--- config.mk ---
export PLATFORM = sky130hd
export DESIGN_NAME = axis_pkt_demux_flat
export DESIGN_NICKNAME = d
export VERILOG_FILES = /design/src/rtl/axis_pkt_demux_if.sv /design/src/rtl/axis_pkt_demux.sv /design/src/flat_wrapper.sv
export SDC_FILE = /design/constraint.sdc
export NUM_CORES = 1
export LEC_CHECK = 0
export ABC_CLOCK_PERIOD_IN_PS = 3600
export CAP_MARGIN = 20
export CORE_ASPECT_RATIO = 0.6
export CORE_MARGIN = 3
export CORE_UTILIZATION = 25
export DETAILED_ROUTE_END_ITERATION = 10
export PLACE_DENSITY_LB_ADDON = 0.05
export SYNTH_ARGS = -nofsm -noshare
export SYNTH_HDL_FRONTEND = slang
export SYNTH_SLANG_ARGS = --single-unit
--- constraint.sdc ---
create_clock -name axis_aclk -period 3.6 [get_ports axis_aclk]
set_input_delay 0.36 -clock axis_aclk [delete_from_list [all_inputs] [get_ports axis_aclk]]
set_output_delay 0.36 -clock axis_aclk [all_outputs]
set_load 0.01 [all_outputs]
--- src/rtl/axis_pkt_demux_if.sv ---
// AXI-Stream beat bundle (data, valid, ready, last) shared by the demux ports.
// No logic of its own; the latency is whatever the attached modules add.
// tready runs slave -> master, and every other signal runs master -> slave.
interface axis_pkt_demux_if #(
  parameter int DATA_W = 32
);
  logic [DATA_W-1:0] tdata;
  logic              tvalid;
  logic              tready;
  logic              tlast;

  // Source side: drives the beat, observes ready.
  modport master (
    output tdata,
    output tvalid,
    output tlast,
    input  tready
  );

  // Sink side: observes the beat, drives ready.
  modport slave (
    input  tdata,
    input  tvalid,
    input  tlast,
    output tready
  );
endinterface

--- src/rtl/axis_pkt_demux.sv ---
// Whole-packet demux: the header beat's DEST_BIT picks port A or B, and the route is held until tlast.
// Latency: 1 cycle from input acceptance to output valid, with a full 1 beat/cycle per port.
// Backpressure: input ready follows only the routed port's register (empty or draining); the other port drains freely.
module axis_pkt_demux #(
  parameter int DATA_W   = 32,
  parameter int DEST_BIT = 0,
  parameter int CNT_W    = 16
) (
  input  logic                 axis_aclk,
  input  logic                 axis_aresetn,
  axis_pkt_demux_if.slave      s0k_axis,
  axis_pkt_demux_if.master     m0a_axis,
  axis_pkt_demux_if.master     m0b_axis,
  output logic [CNT_W-1:0]     pkt_cnt_a,
  output logic [CNT_W-1:0]     pkt_cnt_b
);

  typedef enum logic [1:0] {
    IDLE    = 2'd0,
    ROUTE_A = 2'd1,
    ROUTE_B = 2'd2
  } state_e;

  state_e              state_q, state_d;

  logic                a_vld_q, a_vld_d;
  logic                a_last_q, a_last_d;
  logic [DATA_W-1:0]   a_dat_q, a_dat_d;

  logic                b_vld_q, b_vld_d;
  logic                b_last_q, b_last_d;
  logic [DATA_W-1:0]   b_dat_q, b_dat_d;

  logic [CNT_W-1:0]    cnt_a_q, cnt_a_d;
  logic [CNT_W-1:0]    cnt_b_q, cnt_b_d;

  logic                ld_ok_a;
  logic                ld_ok_b;
  logic                sel;
  logic                route_b;
  logic                in_rdy;
  logic                in_xfer;
  logic                ld_a;
  logic                ld_b;

  // Route decode: a register can take a beat when it is empty or draining this cycle.
  // In IDLE the beat on the bus is a header, so its own DEST_BIT picks the port.
  always_comb begin
    ld_ok_a = ~a_vld_q | m0a_axis.tready;
    ld_ok_b = ~b_vld_q | m0b_axis.tready;
    sel     = s0k_axis.tdata[DEST_BIT];
    route_b = sel;
    unique case (state_q)
      IDLE:    route_b = sel;
      ROUTE_A: route_b = 1'b0;
      ROUTE_B: route_b = 1'b1;
      default: route_b = sel;
    endcase
    in_rdy  = route_b ? ld_ok_b : ld_ok_a;
    in_xfer = s0k_axis.tvalid & in_rdy;
    ld_a    = in_xfer & ~route_b;
    ld_b    = in_xfer &  route_b;
  end

  // Packet-lock FSM: a non-last beat locks the chosen route, and any last beat frees it.
  always_comb begin
    state_d = state_q;
    if (in_xfer) begin
      if (s0k_axis.tlast) begin
        state_d = IDLE;
      end else begin
        state_d = route_b ? ROUTE_B : ROUTE_A;
      end
    end
  end

  // Output register next-state: load on accept, clear valid once drained, otherwise hold.
  always_comb begin
    a_vld_d  = ld_a | (a_vld_q & ~m0a_axis.tready);
    a_last_d = ld_a ? s0k_axis.tlast : a_last_q;
    a_dat_d  = ld_a ? s0k_axis.tdata : a_dat_q;

    b_vld_d  = ld_b | (b_vld_q & ~m0b_axis.tready);
    b_last_d = ld_b ? s0k_axis.tlast : b_last_q;
    b_dat_d  = ld_b ? s0k_axis.tdata : b_dat_q;
  end

  // Packet counters: bump when a last beat enters a port register, and wrap naturally.
  always_comb begin
    cnt_a_d = cnt_a_q + {{(CNT_W-1){1'b0}}, (ld_a & s0k_axis.tlast)};
    cnt_b_d = cnt_b_q + {{(CNT_W-1){1'b0}}, (ld_b & s0k_axis.tlast)};
  end

  // Control state, output valid/last and counters. Reset drops any partial packet.
  always_ff @(posedge axis_aclk or negedge axis_aresetn) begin
    if (!axis_aresetn) begin
      state_q  <= IDLE;
      a_vld_q  <= 1'b0;
      a_last_q <= 1'b0;
      b_vld_q  <= 1'b0;
      b_last_q <= 1'b0;
      cnt_a_q  <= '0;
      cnt_b_q  <= '0;
    end else begin
      state_q  <= state_d;
      a_vld_q  <= a_vld_d;
      a_last_q <= a_last_d;
      b_vld_q  <= b_vld_d;
      b_last_q <= b_last_d;
      cnt_a_q  <= cnt_a_d;
      cnt_b_q  <= cnt_b_d;
    end
  end

  // Datapath registers carry no reset; their contents only matter while valid is high.
  always_ff @(posedge axis_aclk) begin
    a_dat_q <= a_dat_d;
    b_dat_q <= b_dat_d;
  end

  assign s0k_axis.tready = in_rdy;

  assign m0a_axis.tvalid = a_vld_q;
  assign m0a_axis.tdata  = a_dat_q;
  assign m0a_axis.tlast  = a_last_q;

  assign m0b_axis.tvalid = b_vld_q;
  assign m0b_axis.tdata  = b_dat_q;
  assign m0b_axis.tlast  = b_last_q;

  assign pkt_cnt_a = cnt_a_q;
  assign pkt_cnt_b = cnt_b_q;

endmodule

--- src/flat_wrapper.sv ---
// flat-port wrapper written by rule: the top's interface ports become plain ports
module axis_pkt_demux_flat 
#(
  parameter int DATA_W   = 32,
  parameter int DEST_BIT = 0,
  parameter int CNT_W    = 16
)
  (axis_aclk, axis_aresetn, pkt_cnt_a, pkt_cnt_b, s0k_axis_tdata, s0k_axis_tvalid, s0k_axis_tlast, s0k_axis_tready, m0a_axis_tdata, m0a_axis_tvalid, m0a_axis_tlast, m0a_axis_tready, m0b_axis_tdata, m0b_axis_tvalid, m0b_axis_tlast, m0b_axis_tready);
  axis_pkt_demux_if #(.DATA_W(DATA_W)) s0k_axis_i ();
  axis_pkt_demux_if #(.DATA_W(DATA_W)) m0a_axis_i ();
  axis_pkt_demux_if #(.DATA_W(DATA_W)) m0b_axis_i ();
  input  logic axis_aclk;
  input  logic axis_aresetn;
  output logic [CNT_W-1:0] pkt_cnt_a;
  output logic [CNT_W-1:0] pkt_cnt_b;
  input wire logic [$bits(s0k_axis_i.tdata)-1:0] s0k_axis_tdata;
  input wire logic [$bits(s0k_axis_i.tvalid)-1:0] s0k_axis_tvalid;
  input wire logic [$bits(s0k_axis_i.tlast)-1:0] s0k_axis_tlast;
  output wire logic [$bits(s0k_axis_i.tready)-1:0] s0k_axis_tready;
  output wire logic [$bits(m0a_axis_i.tdata)-1:0] m0a_axis_tdata;
  output wire logic [$bits(m0a_axis_i.tvalid)-1:0] m0a_axis_tvalid;
  output wire logic [$bits(m0a_axis_i.tlast)-1:0] m0a_axis_tlast;
  input wire logic [$bits(m0a_axis_i.tready)-1:0] m0a_axis_tready;
  output wire logic [$bits(m0b_axis_i.tdata)-1:0] m0b_axis_tdata;
  output wire logic [$bits(m0b_axis_i.tvalid)-1:0] m0b_axis_tvalid;
  output wire logic [$bits(m0b_axis_i.tlast)-1:0] m0b_axis_tlast;
  input wire logic [$bits(m0b_axis_i.tready)-1:0] m0b_axis_tready;
  assign s0k_axis_i.tdata = s0k_axis_tdata;
  assign s0k_axis_i.tvalid = s0k_axis_tvalid;
  assign s0k_axis_i.tlast = s0k_axis_tlast;
  assign s0k_axis_tready = s0k_axis_i.tready;
  assign m0a_axis_tdata = m0a_axis_i.tdata;
  assign m0a_axis_tvalid = m0a_axis_i.tvalid;
  assign m0a_axis_tlast = m0a_axis_i.tlast;
  assign m0a_axis_i.tready = m0a_axis_tready;
  assign m0b_axis_tdata = m0b_axis_i.tdata;
  assign m0b_axis_tvalid = m0b_axis_i.tvalid;
  assign m0b_axis_tlast = m0b_axis_i.tlast;
  assign m0b_axis_i.tready = m0b_axis_tready;
  axis_pkt_demux #(.DATA_W(DATA_W), .DEST_BIT(DEST_BIT), .CNT_W(CNT_W)) u_core (.axis_aclk(axis_aclk), .axis_aresetn(axis_aresetn), .s0k_axis(s0k_axis_i), .m0a_axis(m0a_axis_i), .m0b_axis(m0b_axis_i), .pkt_cnt_a(pkt_cnt_a), .pkt_cnt_b(pkt_cnt_b));
endmodule
==> flow_summary.html, run 1 <==
<table>
<tr><th>Metric</th><th>Value</th></tr>
<tr><th colspan="2">Status</th></tr>
<tr><td>Status</td><td>complete, no violations</td></tr>
<tr><th colspan="2">Pwr</th></tr>
<tr><td>Design internal power</td><td>roughly 2.5 mW</td></tr>
<tr><td>Clk pwr share</td><td>0.266</td></tr>
<tr><td>Switching power</td><td>roughly 0.96 mW</td></tr>
<tr><td>Part of the power in registers</td><td>0.482</td></tr>
<tr><td>Total power per unit cell area</td><td>616 nW/um^2</td></tr>
<tr><td>Net switching fraction of the power</td><td>0.282</td></tr>
<tr><td>Worst ir drop on vdd</td><td>271 uV</td></tr>
<tr><td>Combinational power share</td><td>0.252</td></tr>
<tr><td>Standby leakage power</td><td>roughly 2.1 nW</td></tr>
<tr><td>Total Power Consumption</td><td>between 3 and 4 mW</td></tr>
<tr><th colspan="2">Clock tree</th></tr>
<tr><td>H-tree level count</td><td>3</td></tr>
<tr><td>TritonCTS clock tree</td><td>done</td></tr>
<tr><td>TritonCTS Sinks</td><td>around 100</td></tr>
<tr><td>Register clock-pin slew on the reported worst setup and hold paths</td><td>approximately 0.070 ns</td></tr>
<tr><td>Clock latency on the worst-skew pair</td><td>roughly 0.34 ns</td></tr>
<tr><td>Post-CTS Repair Setup Buffers</td><td>0</td></tr>
<tr><td>Hold bufs inserted after CTS</td><td>0</td></tr>
<tr><td>TritonCTS buffer count</td><td>9</td></tr>
<tr><td>Clk root buf</td><td>sky130_fd_sc_hd__clkbuf_16</td></tr>
<tr><td>PostCTS Resize Cnt</td><td>0</td></tr>
<tr><td>Maximum clock insertion buffer count</td><td>2</td></tr>
<tr><th colspan="2">Route</th></tr>
<tr><td>Detailed-route vias per instance</td><td>around 4.0</td></tr>
<tr><td>Iteration-0 DRC count of the detailed router</td><td>89</td></tr>
<tr><td>Mean routed wirelength per cell</td><td>between 15 and 20 um</td></tr>
<tr><td>Detailed-route via count</td><td>between 2,000 and 2,500</td></tr>
<tr><td>Drt pass-1 iters</td><td>4</td></tr>
<tr><td>Number of nets with antenna violations after detailed routing</td><td>0</td></tr>
<tr><td>Aggregate routed wire length</td><td>between 8000 and 9000 um</td></tr>
<tr><td>DRC violation count after routing</td><td>0</td></tr>
<tr><th colspan="2">Logic synthesis</th></tr>
<tr><td>Number of distinct library cells after synthesis</td><td>27</td></tr>
<tr><td>Proportion of synthesized flip-flops having asynchronous set or reset</td><td>0.373</td></tr>
<tr><td>Cell count after synthesis</td><td>210</td></tr>
<tr><td>Top cells by area, synth</td><td>sky130_fd_sc_hd__edfxtp_1, sky130_fd_sc_hd__dfrtp_1, sky130_fd_sc_hd__xnor2_1</td></tr>
<tr><td>EDFF count, synth</td><td>64</td></tr>
<tr><td>Post-Syn Area per Cell</td><td>~17 um^2</td></tr>
<tr><td>Most repeated cell in the gate-level netlist after synthesis</td><td>sky130_fd_sc_hd__edfxtp_1</td></tr>
<tr><td>Top flip-flop cell by instance count after synthesis</td><td>sky130_fd_sc_hd__edfxtp_1</td></tr>
<tr><td>Cell area after synthesis</td><td>about 3600 um^2</td></tr>
<tr><td>Seq/Total Area, Yosys</td><td>0.787</td></tr>
<tr><td>Cell taking the most area after synthesis</td><td>sky130_fd_sc_hd__edfxtp_1</td></tr>
<tr><td>Ys Warns</td><td>0</td></tr>
<tr><td>Register bit total from synthesis</td><td>a little over 100</td></tr>
<tr><td>Synthesized netlist net count</td><td>255</td></tr>
<tr><td>Commonest cells post-synth</td><td>sky130_fd_sc_hd__edfxtp_1, sky130_fd_sc_hd__dfrtp_1, sky130_fd_sc_hd__xnor2_1, sky130_fd_sc_hd__xor2_1, sky130_fd_sc_hd__nand3_1</td></tr>
<tr><td>Share of Yosys cell area claimed by the top area cell type</td><td>0.527</td></tr>
<tr><th colspan="2">STA</th></tr>
<tr><td>Worst Skew</td><td>~0.0067 ns</td></tr>
<tr><td>Total Negative Setup Slacks</td><td>0 ns</td></tr>
<tr><td>Final setup violation count</td><td>0</td></tr>
<tr><td>Max-slew headroom at the worst pin</td><td>0.422</td></tr>
<tr><td>Transition time at the pin with the least slew margin</td><td>slightly below 0.9 ns</td></tr>
<tr><td>Final count of hold timing violations</td><td>0</td></tr>
<tr><td>Fmax</td><td>approximately 380 MHz</td></tr>
<tr><td>Unrepaired setup endpoints after global routing</td><td>false</td></tr>
<tr><td>Min cycle time layout</td><td>~2.6 ns</td></tr>
<tr><td>Ratio of final minimum period to clock period</td><td>0.725</td></tr>
<tr><td>Count of pins over their slew limit</td><td>0</td></tr>
<tr><th colspan="2">Setup path</th></tr>
<tr><td>Data arrival time of the critical path</td><td>2.25 ns</td></tr>
<tr><td>Kind of capture point of the worst setup path</td><td>output pin</td></tr>
<tr><td>Cell Chain, Critical Path</td><td>ha_1 &gt; mux2i_2 &gt; mux2_2 &gt; clkdlybuf4s50_1</td></tr>
<tr><td>Delay of the slowest cell on the worst path</td><td>0.48 ns</td></tr>
<tr><td>Top Family by Delay on Critical Path</td><td>multiplexers</td></tr>
<tr><td>Critical path data required time</td><td>around 3.2 ns</td></tr>
<tr><td>Worst Path Class, Setup</td><td>reg -&gt; out</td></tr>
<tr><td>Library cell contributing the largest single delay on the critical path</td><td>sky130_fd_sc_hd__clkdlybuf4s50_1</td></tr>
<tr><td>Critical path buffer and inverter count</td><td>1</td></tr>
<tr><td>Nature of the critical path startpoint</td><td>flip-flop</td></tr>
<tr><td>Critical Path Fanout Max</td><td>5</td></tr>
<tr><th colspan="2">Cells and area</th></tr>
<tr><td>Area grow syn2layout</td><td>52.3%</td></tr>
<tr><td>Area of all sequential standard cells</td><td>about 2900 um^2</td></tr>
<tr><td>Final net count</td><td>slightly above 400</td></tr>
<tr><td>Filler cell count in the final layout</td><td>roughly 1,400</td></tr>
<tr><td>Layout cells sized above 1</td><td>0.0687</td></tr>
<tr><td>ANT cells</td><td>0</td></tr>
<tr><td>Total area of multi-input combinational cells</td><td>approximately 740 um^2</td></tr>
<tr><th colspan="2">Placement</th></tr>
<tr><td>Global placement routability congestion</td><td>0.740</td></tr>
<tr><td>Total half-perimeter wirelength after legalization and detailed placement</td><td>6270 um</td></tr>
<tr><td>Port Buffer Count</td><td>138</td></tr>
<tr><th colspan="2">Flow run</th></tr>
<tr><td>Number of maximum-capacitance violations</td><td>0</td></tr>
<tr><th colspan="2">Global route</th></tr>
<tr><td>Global-route usage over all layers</td><td>0.107</td></tr>
<tr><td>Number of global-route vias before repair</td><td>2,350</td></tr>
<tr><td>Wire length of the first global-routing pass</td><td>approximately 13,000 um</td></tr>
<tr><td>Pin count of the biggest net entering global routing</td><td>39</td></tr>
<tr><td>Number of antenna violations at the first check in global routing</td><td>0</td></tr>
<tr><td>Total gr overflow</td><td>0</td></tr>
<tr><th colspan="2">Worst hold path</th></tr>
<tr><td>Classification of the worst-slack hold path</td><td>in -&gt; async</td></tr>
<tr><th colspan="2">Floorplan</th></tr>
<tr><td>Die Ht</td><td>around 100 um</td></tr>
<tr><td>Die outline area</td><td>16,100 um^2</td></tr>
<tr><td>Initial core utilization</td><td>0.261</td></tr>
<tr><td>Total core area</td><td>14,000 um^2</td></tr>
<tr><td>Die width</td><td>162 um</td></tr>
<tr><td>Floorplan row count</td><td>33</td></tr>
<tr><td>Number of primary I/O pins</td><td>~140</td></tr>
</table>
[layout by cell type (no fill, tap or decap), types with 2 or more instances in the layout]
cell type,Yosys,layout
sky130_fd_sc_hd__clkdlybuf4s50_1,0,137
sky130_fd_sc_hd__edfxtp_1,64,64
sky130_fd_sc_hd__dfrtp_1,38,38
sky130_fd_sc_hd__xnor2_1,14,14
sky130_fd_sc_hd__xor2_1,14,14
sky130_fd_sc_hd__nand3_1,11,11
sky130_fd_sc_hd__nand4_1,10,10
sky130_fd_sc_hd__nand2_1,9,9
sky130_fd_sc_hd__clkbuf_16,0,9
sky130_fd_sc_hd__inv_1,7,7
sky130_fd_sc_hd__nor4_1,7,7
sky130_fd_sc_hd__ha_1,7,7
sky130_fd_sc_hd__nor2_1,5,5
sky130_fd_sc_hd__nor3_1,4,4
sky130_fd_sc_hd__and4_1,3,3
sky130_fd_sc_hd__nand2b_1,2,2
sky130_fd_sc_hd__and2_1,2,2
sky130_fd_sc_hd__mux2_2,2,2
sky130_fd_sc_hd__clkinv_4,0,2
sky130_fd_sc_hd__inv_8,0,2
sky130_fd_sc_hd__clkinvlp_4,0,2
sky130_fd_sc_hd__buf_4,0,2
[worst paths after layout]
kind | from | end | slack, ns | cells after the start
max | u_core.state_q[1] | s0k_axis_tready | 0.99 | 4
min | axis_aresetn | u_core.pkt_cnt_a[9] | 0.13 | 1
max reg2reg | u_core.state_q[0] | u_core.pkt_cnt_b[12] | 1.01 | 10
min reg2reg | u_core.pkt_cnt_b[15] | u_core.pkt_cnt_b[15] | 0.47 | 1
max in group asynchronous | axis_aresetn | u_core.pkt_cnt_b[2] | 2.92 | 1
min in group axis_aclk | u_core.pkt_cnt_b[15] | u_core.pkt_cnt_b[15] | 0.47 | 1
[cells by family after synthesis]
group                      after synthesis  share of synthesized area
DFF                                    102                      0.787
and+or+nand+nor                         57                     0.0905
xor gates and xnor gates                28                     0.0672
buffers and inverters                    9                    0.00960
adders and majority gates                7                     0.0240
muxes                                    5                     0.0168
AOI/OAI and AO/OA                        2                    0.00446
[power groups by stage]
stage / registers (mW) / logic, mW / clock network [mW]
2_1_floorplan: 1.76 / 0.216 / 0
3_3_place_gp: 1.68 / 0.885 / 0
3_5_place_dp: 1.68 / 0.882 / 0
4_1_cts: 1.66 / 0.886 / 0.956
5_1_grt: 1.68 / 0.928 / 1.01
6_report: 1.65 / 0.861 / 0.911
[state kept, by name (all words and copies together) (netlist names)]
name	count
u_core.m0a_axis.tdata	32
u_core.pkt_cnt_a	16
u_core.m0a_axis.tvalid	1
u_core.m0b_axis.tdata	32
u_core.m0b_axis.tlast	1
u_core.pkt_cnt_b	16
u_core.m0a_axis.tlast	1
u_core.m0b_axis.tvalid	1
u_core.state_q	2
[per-stage QoR]
| stage | hold slack, ns | util | instances | setup slack [ns] | area, um^2 |
|---|---|---|---|---|---|
| after global routing | 0.202 | 0.398 | 556 | 0.760 | 5560 |
| after detailed placement | 0.468 | 0.378 | 540 | 0.889 | 5270 |
| after global placement | 0.459 | 0.378 | 540 | 0.961 | 5270 |
| final | 0.133 | 0.398 | 556 | 0.991 | 5560 |
| after floorplan | 0.0644 | - | 210 | 1.25 | 3650 |
| after CTS | 0.152 | 0.398 | 556 | 0.975 | 5560 |
[cell type report]
cell class / instances / share of cell area
tap: 192 / 0.0432
clock inverter: 7 / 0.0106
timing repair buffer: 140 / 0.250
inverter: 7 / 0.00473
clock buffer: 9 / 0.0405
multi-input combinational: 99 / 0.133
sequential: 102 / 0.517
[per-layer routing]
| metal | share of wire | wire length [um] | vias up | GRT usage |
|---|---|---|---|---|
| li1 | - | - | 1074 | - |
| met1 | 0.45 | 3890 | 1097 | 0.140 |
| met2 | 0.46 | 3940 | 71 | 0.158 |
| met3 | 0.086 | 739 | 4 | 0.0558 |
| met4 | 0.0078 | 67 | 0 | 0.0256 |
| met5 | 0 | 0 | - | 0 |
(Power assumes the default switching activity.)
==> run 2: changes to the inputs <==
--- a/config.mk
+++ b/config.mk
@@ -5,7 +5,7 @@
 export SDC_FILE = /design/constraint.sdc
 export NUM_CORES = 1
 export LEC_CHECK = 0
-export ABC_CLOCK_PERIOD_IN_PS = 3600
+export ABC_CLOCK_PERIOD_IN_PS = 2400
 export CAP_MARGIN = 20
 export CORE_ASPECT_RATIO = 0.6
 export CORE_MARGIN = 3
==> constraint.sdc (replaced) <==
create_clock -name axis_aclk -period 2.4 [get_ports axis_aclk]
set_input_delay 0.24 -clock axis_aclk [delete_from_list [all_inputs] [get_ports axis_aclk]]
set_output_delay 0.24 -clock axis_aclk [all_outputs]
set_load 0.01 [all_outputs]
==> flow_summary.html, run 2 (synthesis results as in run 1) <==
<table>
<tr><th>Metric</th><th>Value</th></tr>
<tr><th colspan="2">Setup path</th></tr>
<tr><td>Worst Path Class, Setup</td><td>reg -&gt; out</td></tr>
<tr><td>Data arrival time of the critical path</td><td>~2.0 ns</td></tr>
<tr><td>Delay of the slowest cell on the worst path</td><td>between 0.4 and 0.5 ns</td></tr>
<tr><td>Cell depth of the worst flop-to-flop path</td><td>10</td></tr>
<tr><td>R2R Path Start</td><td>u_core.state_q[1]</td></tr>
<tr><td>Critical path data required time</td><td>between 2 and 2.5 ns</td></tr>
<tr><td>Nature of the critical path startpoint</td><td>flip-flop</td></tr>
<tr><td>Critical path buffer and inverter count</td><td>2</td></tr>
<tr><td>Top Family by Delay on Critical Path</td><td>multiplexers</td></tr>
<tr><td>Library cell contributing the largest single delay on the critical path</td><td>sky130_fd_sc_hd__dfrtp_1</td></tr>
<tr><td>Setup slack of the worst register-to-register path</td><td>about 0.20 ns</td></tr>
<tr><td>Cell Chain, Critical Path</td><td>ha_4 &gt; mux2i_2 &gt; buf_4 &gt; mux2_2 &gt; dlygate4sd2_1</td></tr>
<tr><td>Destination of the worst register-to-register timing path</td><td>u_core.pkt_cnt_a[8]</td></tr>
<tr><td>Critical Path Fanout Max</td><td>4</td></tr>
<tr><td>Kind of capture point of the worst setup path</td><td>output pin</td></tr>
<tr><th colspan="2">Clock tree</th></tr>
<tr><td>TritonCTS buffer count</td><td>9</td></tr>
<tr><td>Clock latency on the worst-skew pair</td><td>0.33 ns</td></tr>
<tr><td>Maximum clock insertion buffer count</td><td>2</td></tr>
<tr><td>Register clock-pin slew on the reported worst setup and hold paths</td><td>around 0.07 ns</td></tr>
<tr><td>TritonCTS clock tree</td><td>done</td></tr>
<tr><td>TritonCTS Sinks</td><td>102</td></tr>
<tr><td>H-tree level count</td><td>3</td></tr>
<tr><td>Clk root buf</td><td>sky130_fd_sc_hd__clkbuf_16</td></tr>
<tr><td>Hold bufs inserted after CTS</td><td>0</td></tr>
<tr><th colspan="2">Route</th></tr>
<tr><td>Drt pass-1 iters</td><td>4</td></tr>
<tr><td>Mean routed wirelength per cell</td><td>about 16 um</td></tr>
<tr><td>Aggregate routed wire length</td><td>between 8000 and 9000 um</td></tr>
<tr><td>Detailed-route vias per instance</td><td>4.07</td></tr>
<tr><td>DRC violation count after routing</td><td>0</td></tr>
<tr><td>Iteration-0 DRC count of the detailed router</td><td>120</td></tr>
<tr><td>Number of nets with antenna violations after detailed routing</td><td>0</td></tr>
<tr><td>Detailed-route via count</td><td>2,301</td></tr>
<tr><th colspan="2">STA</th></tr>
<tr><td>Transition time at the pin with the least slew margin</td><td>around 0.9 ns</td></tr>
<tr><td>Min cycle time layout</td><td>2.26 ns</td></tr>
<tr><td>Worst path setup slack after routing</td><td>between 0.1 and 0.15 ns</td></tr>
<tr><td>Fmax</td><td>442 MHz</td></tr>
<tr><td>Max-slew headroom at the worst pin</td><td>0.398</td></tr>
<tr><td>Unrepaired setup endpoints after global routing</td><td>false</td></tr>
<tr><td>Count of pins over their slew limit</td><td>0</td></tr>
<tr><td>Final count of hold timing violations</td><td>0</td></tr>
<tr><td>Worst Skew</td><td>around 0.006 ns</td></tr>
<tr><td>Final setup violation count</td><td>0</td></tr>
<tr><td>WHS</td><td>0.0244 ns</td></tr>
<tr><td>Ratio of final minimum period to clock period</td><td>0.942</td></tr>
<tr><th colspan="2">Status</th></tr>
<tr><td>Status</td><td>complete, no violations</td></tr>
<tr><th colspan="2">Floorplan</th></tr>
<tr><td>Initial core utilization</td><td>0.261</td></tr>
<tr><td>Die outline area</td><td>about 16,000 um^2</td></tr>
<tr><td>Number of primary I/O pins</td><td>139</td></tr>
<tr><td>Floorplan row count</td><td>33</td></tr>
<tr><td>Die width</td><td>162 um</td></tr>
<tr><td>Total core area</td><td>between 10,000 and 15,000 um^2</td></tr>
<tr><td>Die Ht</td><td>99.6 um</td></tr>
<tr><th colspan="2">Cells and area</th></tr>
<tr><td>Area grow syn2layout</td><td>56.4%</td></tr>
<tr><td>ANT cells</td><td>0</td></tr>
<tr><td>Util after Layout</td><td>0.409</td></tr>
<tr><td>Most common library cell in the layout ignoring fill and taps</td><td>sky130_fd_sc_hd__clkdlybuf4s50_1</td></tr>
<tr><td>Final net count</td><td>approximately 410</td></tr>
<tr><td>Commonest non-fill, non-tap cells in the layout</td><td>sky130_fd_sc_hd__clkdlybuf4s50_1, sky130_fd_sc_hd__edfxtp_1, sky130_fd_sc_hd__dfrtp_1, sky130_fd_sc_hd__xnor2_1, sky130_fd_sc_hd__xor2_1</td></tr>
<tr><td>Layout cells sized above 1</td><td>0.115</td></tr>
<tr><td>Filler cell count in the final layout</td><td>~1,300</td></tr>
<tr><th colspan="2">Pwr</th></tr>
<tr><td>Total Power Consumption</td><td>5.24 mW</td></tr>
<tr><td>Total power per unit cell area</td><td>just over 900 nW/um^2</td></tr>
<tr><td>Worst ir drop on vdd</td><td>between 400 and 500 uV</td></tr>
<tr><td>Standby leakage power</td><td>about 2.2 nW</td></tr>
<tr><th colspan="2">Global route</th></tr>
<tr><td>Wire length of the first global-routing pass</td><td>between 10,000 and 15,000 um</td></tr>
<tr><td>Number of antenna violations at the first check in global routing</td><td>0</td></tr>
<tr><td>Total gr overflow</td><td>0</td></tr>
<tr><td>Number of global-route vias before repair</td><td>2,483</td></tr>
<tr><td>Global-route usage over all layers</td><td>0.114</td></tr>
<tr><td>Pin count of the biggest net entering global routing</td><td>39</td></tr>
<tr><th colspan="2">Placement</th></tr>
<tr><td>Total half-perimeter wirelength after legalization and detailed placement</td><td>between 6000 and 7000 um</td></tr>
<tr><td>Worst setup timing slack at the placement stage</td><td>-0.0390 ns</td></tr>
<tr><td>Port Buffer Count</td><td>between 100 and 150</td></tr>
<tr><td>Global placement routability congestion</td><td>approximately 0.72</td></tr>
<tr><th colspan="2">Worst hold path</th></tr>
<tr><td>Classification of the worst-slack hold path</td><td>in -&gt; async</td></tr>
<tr><th colspan="2">Flow run</th></tr>
<tr><td>Number of maximum-capacitance violations</td><td>0</td></tr>
</table>
==> run 2: per-layer routing <==
layer,GRT usage,vias up,share of wire
met1,0.148,1137,0.45
met3,0.0504,3,0.074
met2,0.173,70,0.48
met4,0.0315,0,0.0033
met5,0,-,0
li1,-,1091,-
==> run 2: per-stage QoR <==
stage	setup TNS, ns	cell area (um^2)	cells
finish	0	5710	565
global route	0	5710	565
CTS	0	5650	565
detailed placement	-0.0403	5360	549
global placement	0	5360	549
floorplan	0	3650	210
==> run 2: report_power, final <==
| group | switching [mW] | internal, mW |
|---|---|---|
| Sequential | 0.205 | 2.28 |
| Combinational | 0.631 | 0.777 |
| Clock | 0.641 | 0.710 |
| Total | 1.48 | 3.76 |
==> run 2: worst max path at each step <==
stage | to | slack, ns | start | depth (start not counted)
2_1_floorplan | u_core.pkt_cnt_b[12] | 0.05 | u_core.state_q[0] | 10
3_3_place_gp | u_core.pkt_cnt_b[12] | 0.01 | s0k_axis_tdata[0] | 9
5_1_grt | u_core.pkt_cnt_a[13] | 0.02 | u_core.state_q[0] | 10
6_report | s0k_axis_tready | 0.14 | u_core.state_q[1] | 5
4_1_cts | u_core.pkt_cnt_b[12] | 0.04 | u_core.state_q[0] | 10
3_5_place_dp | u_core.pkt_cnt_b[12] | -0.04 | s0k_axis_tdata[0] | 9
==> run 2: final cells by class <==
cell class	instances	area, um^2	area share
Sequential cell	102	2870	0.503
Multi-Input combinational cell	99	811	0.142
Tap cell	192	240	0.0421
Inverter	7	26.3	0.00460
Clock buffer	10	229	0.0401
Timing Repair Buffer	149	1480	0.260
Clock inverter	6	45.0	0.00789
==> run 2: what timing repair did <==
action / in CTS / in global routing
cloned: 0 / 0
setup buffers: 0 / 0
endpoints found under the setup margin: 2 / 21
gates resized for setup: 3 / 10
pin swaps: 0 / 3
==> run 3: changes to the inputs <==
--- a/config.mk
+++ b/config.mk
@@ -11,7 +11,9 @@
 export CORE_MARGIN = 3
 export CORE_UTILIZATION = 25
 export DETAILED_ROUTE_END_ITERATION = 10
+export DONT_BUFFER_PORTS = 1
 export PLACE_DENSITY_LB_ADDON = 0.05
+export SLEW_MARGIN = 20
 export SYNTH_ARGS = -nofsm -noshare
 export SYNTH_HDL_FRONTEND = slang
 export SYNTH_SLANG_ARGS = --single-unit
==> flow_summary.html, run 3 (synthesis results as in run 1) <==
<table>
<tr><th>Metric</th><th>Value</th></tr>
<tr><th colspan="2">Setup path</th></tr>
<tr><td>Data arrival time of the critical path</td><td>between 2 and 3 ns</td></tr>
<tr><td>Critical Path Fanout Max</td><td>4</td></tr>
<tr><td>Cell depth of the worst flop-to-flop path</td><td>10</td></tr>
<tr><td>Worst Path Class, Setup</td><td>reg -&gt; reg</td></tr>
<tr><td>Critical path data required time</td><td>~2.7 ns</td></tr>
<tr><td>Critical path endpoint</td><td>u_core.pkt_cnt_b[12]</td></tr>
<tr><td>Kind of capture point of the worst setup path</td><td>flip-flop</td></tr>
<tr><td>R2R Path Start</td><td>u_core.state_q[0]</td></tr>
<tr><td>Nature of the critical path startpoint</td><td>flip-flop</td></tr>
<tr><td>CP Launch Point</td><td>u_core.state_q[0]</td></tr>
<tr><td>Destination of the worst register-to-register timing path</td><td>u_core.pkt_cnt_b[12]</td></tr>
<tr><td>Setup slack of the worst register-to-register path</td><td>0.03 ns</td></tr>
<tr><th colspan="2">Worst hold path</th></tr>
<tr><td>Classification of the worst-slack hold path</td><td>in -&gt; reg</td></tr>
<tr><th colspan="2">Route</th></tr>
<tr><td>Iteration-0 DRC count of the detailed router</td><td>61</td></tr>
<tr><td>DRC violation count after routing</td><td>0</td></tr>
<tr><td>Detailed-route via count</td><td>slightly below 2,000</td></tr>
<tr><td>Mean routed wirelength per cell</td><td>between 15 and 20 um</td></tr>
<tr><td>Drt pass-1 iters</td><td>4</td></tr>
<tr><td>Aggregate routed wire length</td><td>roughly 8000 um</td></tr>
<tr><td>Number of nets with antenna violations after detailed routing</td><td>0</td></tr>
<tr><td>Detailed-route vias per instance</td><td>4.23</td></tr>
<tr><th colspan="2">Clock tree</th></tr>
<tr><td>Maximum clock insertion buffer count</td><td>2</td></tr>
<tr><td>TritonCTS clock tree</td><td>done</td></tr>
<tr><td>Register clock-pin slew on the reported worst setup and hold paths</td><td>approximately 0.070 ns</td></tr>
<tr><td>TritonCTS buffer count</td><td>9</td></tr>
<tr><td>Clock latency on the worst-skew pair</td><td>between 0.3 and 0.4 ns</td></tr>
<tr><td>Post-CTS Repair Setup Buffers</td><td>0</td></tr>
<tr><td>TritonCTS Sinks</td><td>approximately 100</td></tr>
<tr><td>H-tree level count</td><td>3</td></tr>
<tr><td>Clk root buf</td><td>sky130_fd_sc_hd__clkbuf_16</td></tr>
<tr><th colspan="2">Pwr</th></tr>
<tr><td>Standby leakage power</td><td>roughly 1.8 nW</td></tr>
<tr><td>Worst ir drop on vdd</td><td>between 300 and 400 uV</td></tr>
<tr><td>Total power per unit cell area</td><td>between 1000 and 1500 nW/um^2</td></tr>
<tr><th colspan="2">Global route</th></tr>
<tr><td>Wire length of the first global-routing pass</td><td>between 10,000 and 15,000 um</td></tr>
<tr><td>Number of antenna violations at the first check in global routing</td><td>0</td></tr>
<tr><td>Total gr overflow</td><td>0</td></tr>
<tr><td>Global-route usage over all layers</td><td>0.0964</td></tr>
<tr><td>Number of global-route vias before repair</td><td>between 2,000 and 2,500</td></tr>
<tr><td>Pin count of the biggest net entering global routing</td><td>39</td></tr>
<tr><th colspan="2">STA</th></tr>
<tr><td>Final setup violation count</td><td>0</td></tr>
<tr><td>Fmax</td><td>approximately 420 MHz</td></tr>
<tr><td>Final count of hold timing violations</td><td>0</td></tr>
<tr><td>Worst Skew</td><td>between 0.008 and 0.009 ns</td></tr>
<tr><td>Unrepaired setup endpoints after global routing</td><td>true</td></tr>
<tr><td>Transition time at the pin with the least slew margin</td><td>about 0.35 ns</td></tr>
<tr><td>Ratio of final minimum period to clock period</td><td>0.987</td></tr>
<tr><td>Count of pins over their slew limit</td><td>0</td></tr>
<tr><td>Min cycle time layout</td><td>2.37 ns</td></tr>
<tr><td>Max-slew headroom at the worst pin</td><td>0.766</td></tr>
<tr><td>Worst path setup slack after routing</td><td>~0.032 ns</td></tr>
<tr><th colspan="2">Cells and area</th></tr>
<tr><td>Most common library cell in the layout ignoring fill and taps</td><td>sky130_fd_sc_hd__edfxtp_1</td></tr>
<tr><td>Final net count</td><td>a little over 300</td></tr>
<tr><td>Commonest non-fill, non-tap cells in the layout</td><td>sky130_fd_sc_hd__edfxtp_1, sky130_fd_sc_hd__dfrtp_1, sky130_fd_sc_hd__dlygate4sd3_1, sky130_fd_sc_hd__xnor2_1, sky130_fd_sc_hd__xor2_1</td></tr>
<tr><td>Layout cells sized above 1</td><td>0.160</td></tr>
<tr><td>Post-route cell area</td><td>between 4000 and 5000 um^2</td></tr>
<tr><td>Area grow syn2layout</td><td>28.1%</td></tr>
<tr><td>ANT cells</td><td>0</td></tr>
<tr><th colspan="2">Placement</th></tr>
<tr><td>Port Buffer Count</td><td>0</td></tr>
<tr><td>Worst setup timing slack at the placement stage</td><td>-0.0518 ns</td></tr>
<tr><td>Global placement routability congestion</td><td>between 0.7 and 0.8</td></tr>
<tr><td>Area of placed instances</td><td>roughly 4000 um^2</td></tr>
<tr><td>Total half-perimeter wirelength after legalization and detailed placement</td><td>5430 um</td></tr>
<tr><th colspan="2">Floorplan</th></tr>
<tr><td>Die Ht</td><td>approximately 100 um</td></tr>
<tr><td>Floorplan row count</td><td>33</td></tr>
<tr><td>Number of primary I/O pins</td><td>between 100 and 150</td></tr>
<tr><td>Die outline area</td><td>16,100 um^2</td></tr>
<tr><td>Die width</td><td>about 160 um</td></tr>
<tr><td>Initial core utilization</td><td>0.261</td></tr>
<tr><td>Total core area</td><td>around 14,000 um^2</td></tr>
<tr><th colspan="2">Flow run</th></tr>
<tr><td>Number of maximum-capacitance violations</td><td>0</td></tr>
<tr><th colspan="2">Status</th></tr>
<tr><td>Status</td><td>complete, no violations</td></tr>
</table>
[run 3: power by group]
group	internal, mW	switching (mW)	total, mW	leakage [nW]
Sequential	2.29	0.407	2.70	1.10
Clock	0.734	0.685	1.42	0.143
Combinational	0.264	0.326	0.590	0.565
Total	3.29	1.42	4.71	1.81
[run 3: how the worst min path moves through the flow]
stage,startpoint,to,cells after the start
finish,s0k_axis_tlast,u_core.m0a_axis.tlast,1
CTS,s0k_axis_tlast,u_core.m0a_axis.tlast,1
detailed placement,axis_aresetn,u_core.pkt_cnt_a[13],0
global route,s0k_axis_tlast,u_core.m0a_axis.tlast,1
global placement,axis_aresetn,u_core.pkt_cnt_a[9],0
floorplan,axis_aresetn,u_core.m0a_axis.tlast,0
[run 3: layout make-up]
type	instances	area, um^2
fillers	1384	9280
clock inverters	7	72.6
multi-input cells	99	785
inverters	7	26.3
repair buffers	44	453
well taps	192	240
clock buffers	9	225
flip-flops and latches	102	2870
[run 3: per-layer routing]
metal	part of all wire	GRT usage	routed length, um	vias to the layer above
met5	0	0	0	-
met4	0.017	0.0393	138	0
met3	0.087	0.0499	691	11
met2	0.48	0.153	3830	71
met1	0.41	0.111	3300	981
li1	-	-	-	881
[run 3: critical path, stage by stage (launching register included)]
cell                      delay, ns
sky130_fd_sc_hd__dfrtp_1       0.34
sky130_fd_sc_hd__inv_1         0.05
sky130_fd_sc_hd__ha_1          0.30
sky130_fd_sc_hd__mux2i_2       0.16
sky130_fd_sc_hd__or3_4         0.37
sky130_fd_sc_hd__nor2_2        0.12
sky130_fd_sc_hd__ha_1          0.16
sky130_fd_sc_hd__ha_2          0.20
sky130_fd_sc_hd__inv_1         0.08
sky130_fd_sc_hd__nor4_2        0.30
sky130_fd_sc_hd__xor2_1        0.20
[run 3: per-stage QoR]
stage                     TNS, ns  instances  power (mW)  hold WS [ns]   util
after global placement          0        409        3.27       -0.0545  0.285
final                           0        460        4.71        0.0528  0.335
after CTS                       0        460        4.80        0.0319  0.333
after global routing       -0.286        460        4.95        0.0301  0.335
after detailed placement   -0.114        409        3.27       -0.0546  0.285
after floorplan                 0        210        2.97       -0.0556      -
[run 3: timing repair]
item / CTS / global route
hold endpoints to repair: 103 / 0
endpoints found under the setup margin: 4 / 16
gates resized for setup: 3 / 7
hold buffers: 35 / 0
pin swaps: 0 / 1
